**config.mk**
```make
export PLATFORM = sky130hd
export DESIGN_NAME = io_mailbox
export DESIGN_NICKNAME = d
export VERILOG_FILES = /design/src/rtl/io_mailbox.sv
export SDC_FILE = /design/constraint.sdc
export NUM_CORES = 1
export LEC_CHECK = 0
export BUFFER_PORTS_ARGS = -buffer_cell sky130_fd_sc_hd__buf_2
export CAP_MARGIN = 20
export CORE_MARGIN = 5
export CORE_UTILIZATION = 55
export DETAILED_ROUTE_END_ITERATION = 6
export HOLD_SLACK_MARGIN = 0.06
export PLACE_DENSITY = 0.73
export SLEW_MARGIN = 0
export SYNTH_ARGS = -nofsm -noshare
export SYNTH_HDL_FRONTEND = slang
export SYNTH_SLANG_ARGS = --single-unit
```
**constraint.sdc**
```tcl
create_clock -name clk -period 8.85 [get_ports clk]
set_input_delay 0 -clock clk [delete_from_list [all_inputs] [get_ports clk]]
set_output_delay 0 -clock clk [all_outputs]
set_load 0.03 [all_outputs]
```
**src/rtl/io_mailbox.sv**
```systemverilog
// Host side of the register-file mailbox: debounced button to timed trigger level,
// and a FIFO that streams every change of a0 to a valid/ready sink.
module io_mailbox #(
    parameter int D_WIDTH         = 32,
    parameter int DEPTH           = 8,
    parameter int DEBOUNCE_CYCLES = 16,
    parameter int TRIG_CYCLES     = 4
) (
    input  logic                     clk,
    input  logic                     rst_n,
    input  logic                     btn_async,
    input  logic [D_WIDTH-1:0]       a0,
    output logic                     trigger,
    output logic [D_WIDTH-1:0]       out_data,
    output logic                     out_valid,
    input  logic                     out_ready,
    output logic                     overflow,
    output logic [$clog2(DEPTH):0]   level
);

    localparam int AW = $clog2(DEPTH);
    localparam int CW = $clog2(DEBOUNCE_CYCLES) + 1;
    localparam int TW = $clog2(TRIG_CYCLES + 1);

    localparam logic [CW-1:0] DB_LAST   = CW'(DEBOUNCE_CYCLES - 1);
    localparam logic [TW-1:0] TRIG_LOAD = TW'(TRIG_CYCLES);
    localparam logic [TW-1:0] TRIG_ONE  = TW'(1);
    localparam logic [AW:0]   FULL_LVL  = (AW+1)'(DEPTH);

    localparam logic [1:0] S_IDLE     = 2'd0;
    localparam logic [1:0] S_FIRE     = 2'd1;
    localparam logic [1:0] S_WAIT_REL = 2'd2;

    logic              r_sync1;
    logic              r_sync2;
    logic [CW-1:0]     r_db_cnt;
    logic              r_db_level;
    logic              r_db_prev;
    logic              w_db_rise;

    logic [1:0]        r_state;
    logic [TW-1:0]     r_trig_cnt;
    logic              r_trigger;

    logic [D_WIDTH-1:0] r_shadow;
    logic [D_WIDTH-1:0] r_mem [DEPTH];
    logic [AW:0]        r_wptr;
    logic [AW:0]        r_rptr;
    logic               r_overflow;
    logic [AW:0]        w_level;
    logic               w_empty;
    logic               w_full;
    logic               w_push_req;
    logic               w_push;
    logic               w_pop;

    // Two-flop synchroniser feeding a stability counter; a new level is accepted
    // only after DEBOUNCE_CYCLES consecutive differing samples.
    always_ff @(posedge clk) begin
        if (!rst_n) begin
            r_sync1    <= 1'b0;
            r_sync2    <= 1'b0;
            r_db_cnt   <= '0;
            r_db_level <= 1'b0;
            r_db_prev  <= 1'b0;
        end else begin
            r_sync1   <= btn_async;
            r_sync2   <= r_sync1;
            r_db_prev <= r_db_level;
            if (r_sync2 == r_db_level) begin
                r_db_cnt <= '0;
            end else if (r_db_cnt == DB_LAST) begin
                r_db_level <= r_sync2;
                r_db_cnt   <= '0;
            end else begin
                r_db_cnt <= r_db_cnt + CW'(1);
            end
        end
    end

    assign w_db_rise = r_db_level & ~r_db_prev;

    always_ff @(posedge clk) begin
        if (!rst_n) begin
            r_state    <= S_IDLE;
            r_trig_cnt <= '0;
            r_trigger  <= 1'b0;
        end else begin
            case (r_state)
                S_IDLE: begin
                    if (w_db_rise) begin
                        r_state    <= S_FIRE;
                        r_trig_cnt <= TRIG_LOAD;
                        r_trigger  <= 1'b1;
                    end
                end
                S_FIRE: begin
                    if (r_trig_cnt == TRIG_ONE) begin
                        r_state    <= S_WAIT_REL;
                        r_trig_cnt <= '0;
                        r_trigger  <= 1'b0;
                    end else begin
                        r_trig_cnt <= r_trig_cnt - TW'(1);
                    end
                end
                S_WAIT_REL: begin
                    if (!r_db_level) begin
                        r_state <= S_IDLE;
                    end
                end
                default: begin
                    r_state    <= S_IDLE;
                    r_trig_cnt <= '0;
                    r_trigger  <= 1'b0;
                end
            endcase
        end
    end

    // Pointer MSB separates full from empty; a pop frees a slot for a same-cycle push.
    assign w_level    = r_wptr - r_rptr;
    assign w_empty    = (r_wptr == r_rptr);
    assign w_full     = (w_level == FULL_LVL);
    assign w_push_req = (a0 != r_shadow);
    assign w_pop      = ~w_empty & out_ready;
    assign w_push     = w_push_req & (~w_full | w_pop);

    always_ff @(posedge clk) begin
        if (!rst_n) begin
            r_shadow   <= a0;
            r_wptr     <= '0;
            r_rptr     <= '0;
            r_overflow <= 1'b0;
        end else begin
            r_shadow <= a0;
            if (w_push) begin
                r_wptr <= r_wptr + (AW+1)'(1);
            end
            if (w_pop) begin
                r_rptr <= r_rptr + (AW+1)'(1);
            end
            if (w_push_req && w_full && !w_pop) begin
                r_overflow <= 1'b1;
            end
        end
    end

    always_ff @(posedge clk) begin
        if (w_push) begin
            r_mem[r_wptr[AW-1:0]] <= a0;
        end
    end

    assign trigger   = r_trigger;
    assign out_valid = ~w_empty;
    assign out_data  = w_empty ? '0 : r_mem[r_rptr[AW-1:0]];
    assign overflow  = r_overflow;
    assign level     = w_level;

endmodule

```
==> run_results.csv, run 1 <==
group,metric,value,unit
run_status,outcome,"finished clean",
detailed_routing,postRouteWirelength,22.7,mm
clocking,post_cts_buffers,0,
synthesis,synth.avg_cell_area,19.2,um^2
critical_path,worst_setup_path_start_kind,"flip-flop",
global_route,grt_max_degree,65,
critical_path,arrival,4.26,ns
pwr,power.density,333,nW/um^2
critical_path,end_kind,"flip-flop",
clocking,numCtsBuffers,30,
final_layout,drive_gt1_share,27.9,%
clocking,cts_max_level,1,
synthesis,async_flop_share,0,%
synthesis,netlist_instances,626,
synthesis,synth_top_area_share,63.9,%
clocking,cts_sinks,315,
clocking,clk_latency,0.54,ns
critical_path,worstRegToRegCells,9,
final_layout,n_antenna_cell,0,
placement,place_hpwl,13.1,mm
synthesis,synth_edf_count,256,
synthesis,synthFlopType,"edfxtp_1",
sta,max_slew_margin,29.4,%
clocking,cts_tree,"yes",
die,die-area,24900,um^2
detailed_routing,drc,0,
sta,rsz0062_at_grt,"false",
detailed_routing,first_pass_iters,5,
final_layout,finalNonFillerCells,1061,
final_layout,n_fill_cell,1410,
sta,hold_violations,0,
detailed_routing,drt_iter0_markers,449,
flow_run,maxCapViolations,0,
critical_path,cp.required,9.12,ns
synthesis,syn-cell-area,12000,um^2
detailed_routing,avgRoutedWirePerCell,21.4,um
placement,io_buffer_count,74,
sta,drv_slew,0,
critical_path,worstSetupPathType,"flip-flop to flip-flop",
hold_path,holdCritPathClass,"primary input to flip-flop",
pwr,max-vdd-ir-drop,0.000197,V
die,die_h,158,um
global_route,grt_pass1_wl,35.8,mm
sta,tns,0,ns
synthesis,synthesis.nets,672,
global_route,grt_overflow,0,
global_route,antenna_found_initial,0,
die,start_util,55.5,%
clocking,cts_root_buffer,"clkbuf_16",
clocking,path_clk_slew,0.06,ns
placement,placed_cells,967,
sta,max_freq,251,MHz
synthesis,ys_seq_elements,315,
detailed_routing,ant_nets,0,
sta,final.setup_skew,0.0105,ns
placement,gp_congestion,0.759,
synthesis,netlist_top_cells_area,"edfxtp_1 64%, mux4_2 12%, dfxtp_1 9.8%",
hold_path,whs_path_depth,2,
sta,setup_viol_count_final,0,
pwr,power_leakage,4.77,nW
critical_path,critPathMaxFanout,33,
synthesis,ys_types,42,
final_layout,layout.nets,803,
global_route,grt_util_all_layers,18.7,%
detailed_routing,viasPerCell,5.63,
final_layout,finish.utilization,65.4,%
die,ios,75,
sta,max_slew.worst_pin.slew,1.06,ns
synthesis,yosysTopAreaCell,"edfxtp_1",
clocking,cts_max_path_buffers,3,
final_layout,areaGrowthSynthToFinish,17.9,%
clocking,cts-resized-gates,0,
die,rows,54,
synthesis,yosys_warnings,0,
synthesis,synth_seq_area_share,73.7,%
synthesis,yosysMostFrequentCell,"edfxtp_1",
die,fp.dieW,158,um
die,core,21700,um^2
detailed_routing,vias,5974,
synthesis,synth_common_cells,"256 x edfxtp_1, 64 x mux4_2, 59 x dfxtp_1",
sta,period_share,45.1,%
global_route,grt_pass1_vias,6293,
sta,period_minus_slack,3.99,ns
per-stage QoR:
| step | hold WS, ns | worst slack [ns] | cell area (um^2) | total power [W] |
|---|---|---|---|---|
| 2_1_floorplan | 0.0277 | 2.82 | 12000 | 0.00302 |
| 5_1_grt | 0.230 | 4.58 | 14200 | 0.00495 |
| 6_report | 0.228 | 4.86 | 14200 | 0.00472 |
| 3_3_place_gp | 0.217 | 5.01 | 12800 | 0.00343 |
| 4_1_cts | 0.211 | 4.80 | 14200 | 0.00477 |
| 3_5_place_dp | 0.230 | 4.80 | 12800 | 0.00347 |
placed cells by master (no fill, tap or decap), types with 3 or more instances in the layout:
cell,n
a21oi_1,6
and2_1,8
buf_2,74
buf_4,12
bufinv_16,3
clkbuf_16,31
clkbuf_8,3
clkinv_2,7
clkinvlp_4,8
dfxtp_1,56
dlygate4sd3_1,37
edfxtp_1,256
ha_1,9
inv_1,11
mux2i_1,38
mux4_2,64
nand2_1,10
nand2b_1,4
nand3_1,5
nand3b_1,3
nand4_1,8
nor2_1,44
nor2b_1,6
xnor2_1,35
xor2_1,3
per-layer routing:
layer,vias up,GRT usage [%],wire (um)
li1,2715,-,-
met1,3099,26.2,9560
met2,132,32.2,11900
met3,28,2.43,889
met4,0,3.53,289
met5,-,0,0
path summary, 6_finish.rpt:
path / slack, ns / from / end
max: 4.86 / r_wptr[0] / r_mem[5][1]
min: 0.23 / a0[28] / r_shadow[28]
max reg2reg: 4.86 / r_wptr[0] / r_mem[5][1]
min reg2reg: 0.44 / r_sync1 / r_sync2
logic make-up (layout without fill, tap and decap cells):
logic type,count (synthesis),after routing,share of synthesized area (%)
DFF,315,315,73.7
and+or+nand+nor,105,105,4.78
muxes,102,102,15.1
xor gates and xnor gates,39,39,2.90
buffers and inverters,37,192,1.29
AOI/OAI and AO/OA,18,18,1.12
adders and majority gates,10,10,1.10
state kept, by name, indices dropped and copies added (netlist names), named ones only:
signal	cells
overflow	1
r_db_cnt	5
r_db_level	1
r_db_prev	1
r_mem	256
r_rptr	4
r_shadow	32
r_state	2
r_sync1	1
r_sync2	1
r_trig_cnt	3
r_wptr	4
trigger	1
worst max-delay path, cell delays in order (launching register included):
cell and delay [ns]:
dfxtp_1 0.51, inv_1 0.17, ha_1 0.33, nand3_1 0.12, nor2_4 0.74, inv_2 0.16, a2111oi_4 0.55, a21oi_2 0.16
and4b_1 0.56, buf_4 0.39
power by group:
part / leakage, nW / switching, W / total [W] / internal (W)
logic: 1.45 / 0.000936 / 0.00144 / 0.000508
registers: 2.84 / 0.0000838 / 0.00199 / 0.00191
clock network: 0.483 / 0.000534 / 0.00129 / 0.000752
total: 4.77 / 0.00155 / 0.00472 / 0.00317
cell type report:
| type | count | area, um^2 | area share [%] |
|---|---|---|---|
| Clock inverter | 21 | 201 | 1.42 |
| Timing Repair Buffer | 124 | 858 | 6.05 |
| Multi-Input combinational cell | 274 | 3040 | 21.4 |
| Sequential cell | 315 | 8870 | 62.5 |
| Clock buffer | 35 | 821 | 5.78 |
| Inverter | 12 | 45.0 | 0.317 |
| Tap cell | 280 | 350 | 2.47 |
timing repair:
| item | 4_1_cts | 5_1_grt |
|---|---|---|
| setup endpoints to repair | 0 | 0 |
| hold endpoints to repair | 315 | 0 |
| hold buffers | 37 | 0 |
(Power assumes the default switching activity.)
==> run 2, diff against run 1 <==
--- a/config.mk
+++ b/config.mk
@@ -8,10 +8,10 @@
 export BUFFER_PORTS_ARGS = -buffer_cell sky130_fd_sc_hd__buf_2
 export CAP_MARGIN = 20
 export CORE_MARGIN = 5
-export CORE_UTILIZATION = 55
+export CORE_UTILIZATION = 54
 export DETAILED_ROUTE_END_ITERATION = 6
 export HOLD_SLACK_MARGIN = 0.06
-export PLACE_DENSITY = 0.73
+export PLACE_DENSITY = 0.75
 export SLEW_MARGIN = 0
 export SYNTH_ARGS = -nofsm -noshare
 export SYNTH_HDL_FRONTEND = slang
==> constraint.sdc (replaced) <==
create_clock -name clk -period 3.5 [get_ports clk]
set_input_delay 0 -clock clk [delete_from_list [all_inputs] [get_ports clk]]
set_output_delay 0 -clock clk [all_outputs]
set_load 0.03 [all_outputs]
==> run_results.csv, run 2 (synthesized netlist as in run 1, its figures left out) <==
group,metric,value,unit
run_status,outcome,"finished clean",
final_layout,layout.nets,809,
sta,hold_violations,0,
pwr,power.density,848,nW/um^2
die,core,21900,um^2
sta,hold_ws,0.232,ns
critical_path,max_stage_delay,0.55,ns
placement,io_buffer_count,74,
global_route,grt_pass1_vias,6566,
pwr,p_switching,0.00395,W
pwr,switching_share,32.6,%
pwr,power_leakage,4.83,nW
sta,setup_ws,0.236,ns
sta,period_minus_slack,3.26,ns
placement,place_hpwl,14.1,mm
hold_path,hold_end,"r_shadow[7]",
die,start_util,55.0,%
hold_path,holdCritPathClass,"primary input to flip-flop",
sta,rsz0062_at_grt,"false",
critical_path,crit_slowest_cell,"dfxtp_1",
die,fp.dieW,159,um
sta,period_share,93.3,%
critical_path,rrSetupSlack,0.24,ns
clocking,path_clk_slew,0.06,ns
hold_path,min_from,"a0[7]",
clocking,clk_latency,0.54,ns
die,die_h,159,um
detailed_routing,drt_iter0_markers,388,
critical_path,worstRegToRegCells,9,
global_route,antenna_found_initial,1,
pwr,max-vdd-ir-drop,0.000601,V
critical_path,arrival,3.49,ns
critical_path,critPathMaxFanout,32,
detailed_routing,viasPerCell,5.65,
clocking,cts_max_path_buffers,3,
critical_path,r2r_end,"r_mem[3][20]",
sta,final.setup_skew,0.0111,ns
clocking,numCtsBuffers,30,
critical_path,regToRegStartpoint,"r_wptr[0]",
placement,place_ws,0.319,ns
final_layout,mostFrequentLayoutCells,"256 x edfxtp_1, 74 x buf_2, 64 x mux4_2, 56 x dfxtp_1, 44 x nor2_1",
die,rows,54,
final_layout,seq_area,8870,um^2
detailed_routing,ant_nets,0,
final_layout,n_fill_cell,1458,
final_layout,final_common_cell,"edfxtp_1",
detailed_routing,vias,6030,
detailed_routing,route.met3.wl,1.26,mm
pwr,power.internal,0.00815,W
detailed_routing,drc,0,
clocking,cts_root_buffer,"clkbuf_16",
detailed_routing,first_pass_iters,7,
clocking,cts_sinks,315,
final_layout,largest_reg_flops,256,
critical_path,end_kind,"flip-flop",
clocking,cts_tree,"yes",
die,ios,75,
critical_path,worstSetupPathType,"flip-flop to flip-flop",
sta,tns,0,ns
final_layout,multi_input_area,3080,um^2
hold_path,whs_path_depth,2,
pwr,pwr-share-seq,42.0,%
sta,max_slew.worst_pin.slew,0.761,ns
sta,max_slew_margin,49.2,%
flow_run,maxCapViolations,0,
final_layout,areaGrowthSynthToFinish,18.6,%
pwr,p_clk_share,27.1,%
global_route,grt_util_all_layers,18.7,%
global_route,grt_overflow,0,
final_layout,finalNonFillerCells,1068,
critical_path,worst_setup_path_start_kind,"flip-flop",
sta,setup_viol_count_final,0,
detailed_routing,top_layer_used,"met4",
detailed_routing,postRouteWirelength,23.8,mm
critical_path,cp.required,3.73,ns
sta,drv_slew,0,
global_route,grt_pass1_wl,37.4,mm
final_layout,drive_gt1_share,28.0,%
sta,max_freq,306,MHz
global_route,grt_max_degree,33,
clocking,cts-resized-gates,0,
clocking,cts_max_level,1,
placement,placed_cells,974,
detailed_routing,wl_met2,12.6,mm
critical_path,crit_path_cell_trace,"inv_2 -> ha_1 -> inv_1 -> fa_2 -> or3_4 -> a2111oi_4 -> a21oi_2 -> and4b_1 -> buf_4",
pwr,combPwrFrac,30.9,%
detailed_routing,avgRoutedWirePerCell,22.3,um
detailed_routing,met1_length,9.67,mm
die,die-area,25400,um^2
placement,gp_congestion,0.801,
## run 2: cell count changes in the layout (fill, tap and decap cells not counted), moves of 2 or more
cell	previous run	this run
clkinv_2	7	5
clkinvlp_4	8	1
clkbuf_1	1	8
buf_4	12	17
buf_12	0	2
## run 2: final cells by class
type / instances / share of cell area, %
timing repair buffer: 130 / 6.36
clock buffer: 42 / 5.93
antenna: 1 / 0.0175
sequential: 315 / 62.2
multi-input combinational: 274 / 21.6
inverter: 12 / 0.315
clock inverter: 14 / 1.21
tap: 280 / 2.45
## run 2: what timing repair did
item	in CTS	in global routing
buffers inserted	0	0
hold buffers	37	0
hold endpoints to repair	315	0
## run 2: worst max-delay path by stage
stage / from / to / slack (ns) / cells past startpoint
floorplan: r_wptr[0] / r_mem[4][0] / 0.07 / 9
finish: r_wptr[0] / r_mem[3][20] / 0.24 / 9
detailed placement: r_wptr[0] / r_mem[3][13] / 0.32 / 9
global placement: r_wptr[0] / r_mem[3][13] / 0.47 / 9
CTS: r_wptr[0] / r_mem[3][18] / 0.25 / 9
global route: r_wptr[0] / r_mem[3][20] / 0.08 / 9
## run 2: metrics by stage
stage / cell area [um^2] / utilization [%] / power (W)
global placement: 12900 / 58.9 / 0.00877
global route: 14300 / 65.2 / 0.0127
floorplan: 12100 / - / 0.00769
CTS: 14300 / 65.2 / 0.0122
finish: 14300 / 65.2 / 0.0121
detailed placement: 12900 / 58.9 / 0.00889
## run 2: power groups by stage
stage / Combinational, W / Sequential [W] / Clock (W)
3_5_place_dp: 0.00373 / 0.00516 / 0
5_1_grt: 0.00400 / 0.00515 / 0.00350
4_1_cts: 0.00380 / 0.00509 / 0.00334
3_3_place_gp: 0.00366 / 0.00512 / 0
2_1_floorplan: 0.00265 / 0.00504 / 0
6_report: 0.00374 / 0.00508 / 0.00328
## run 2: critical path: cells and delay by family (launching register included)
family                   cells  cell delay [ns]
AND/OR/NAND/NOR              2             0.65
flip-flops                   1             0.55
AO/OA/AOI/OAI                2             0.53
adder cells (fa/ha/maj)      2             0.69
buffers and inverters        3             0.53
## run 2: per-layer routing
metal,vias up,track usage [%]
met5,-,0
met4,0,3.72
met3,24,3.08
met2,179,33.2
met1,3101,24.6
li1,2726,-
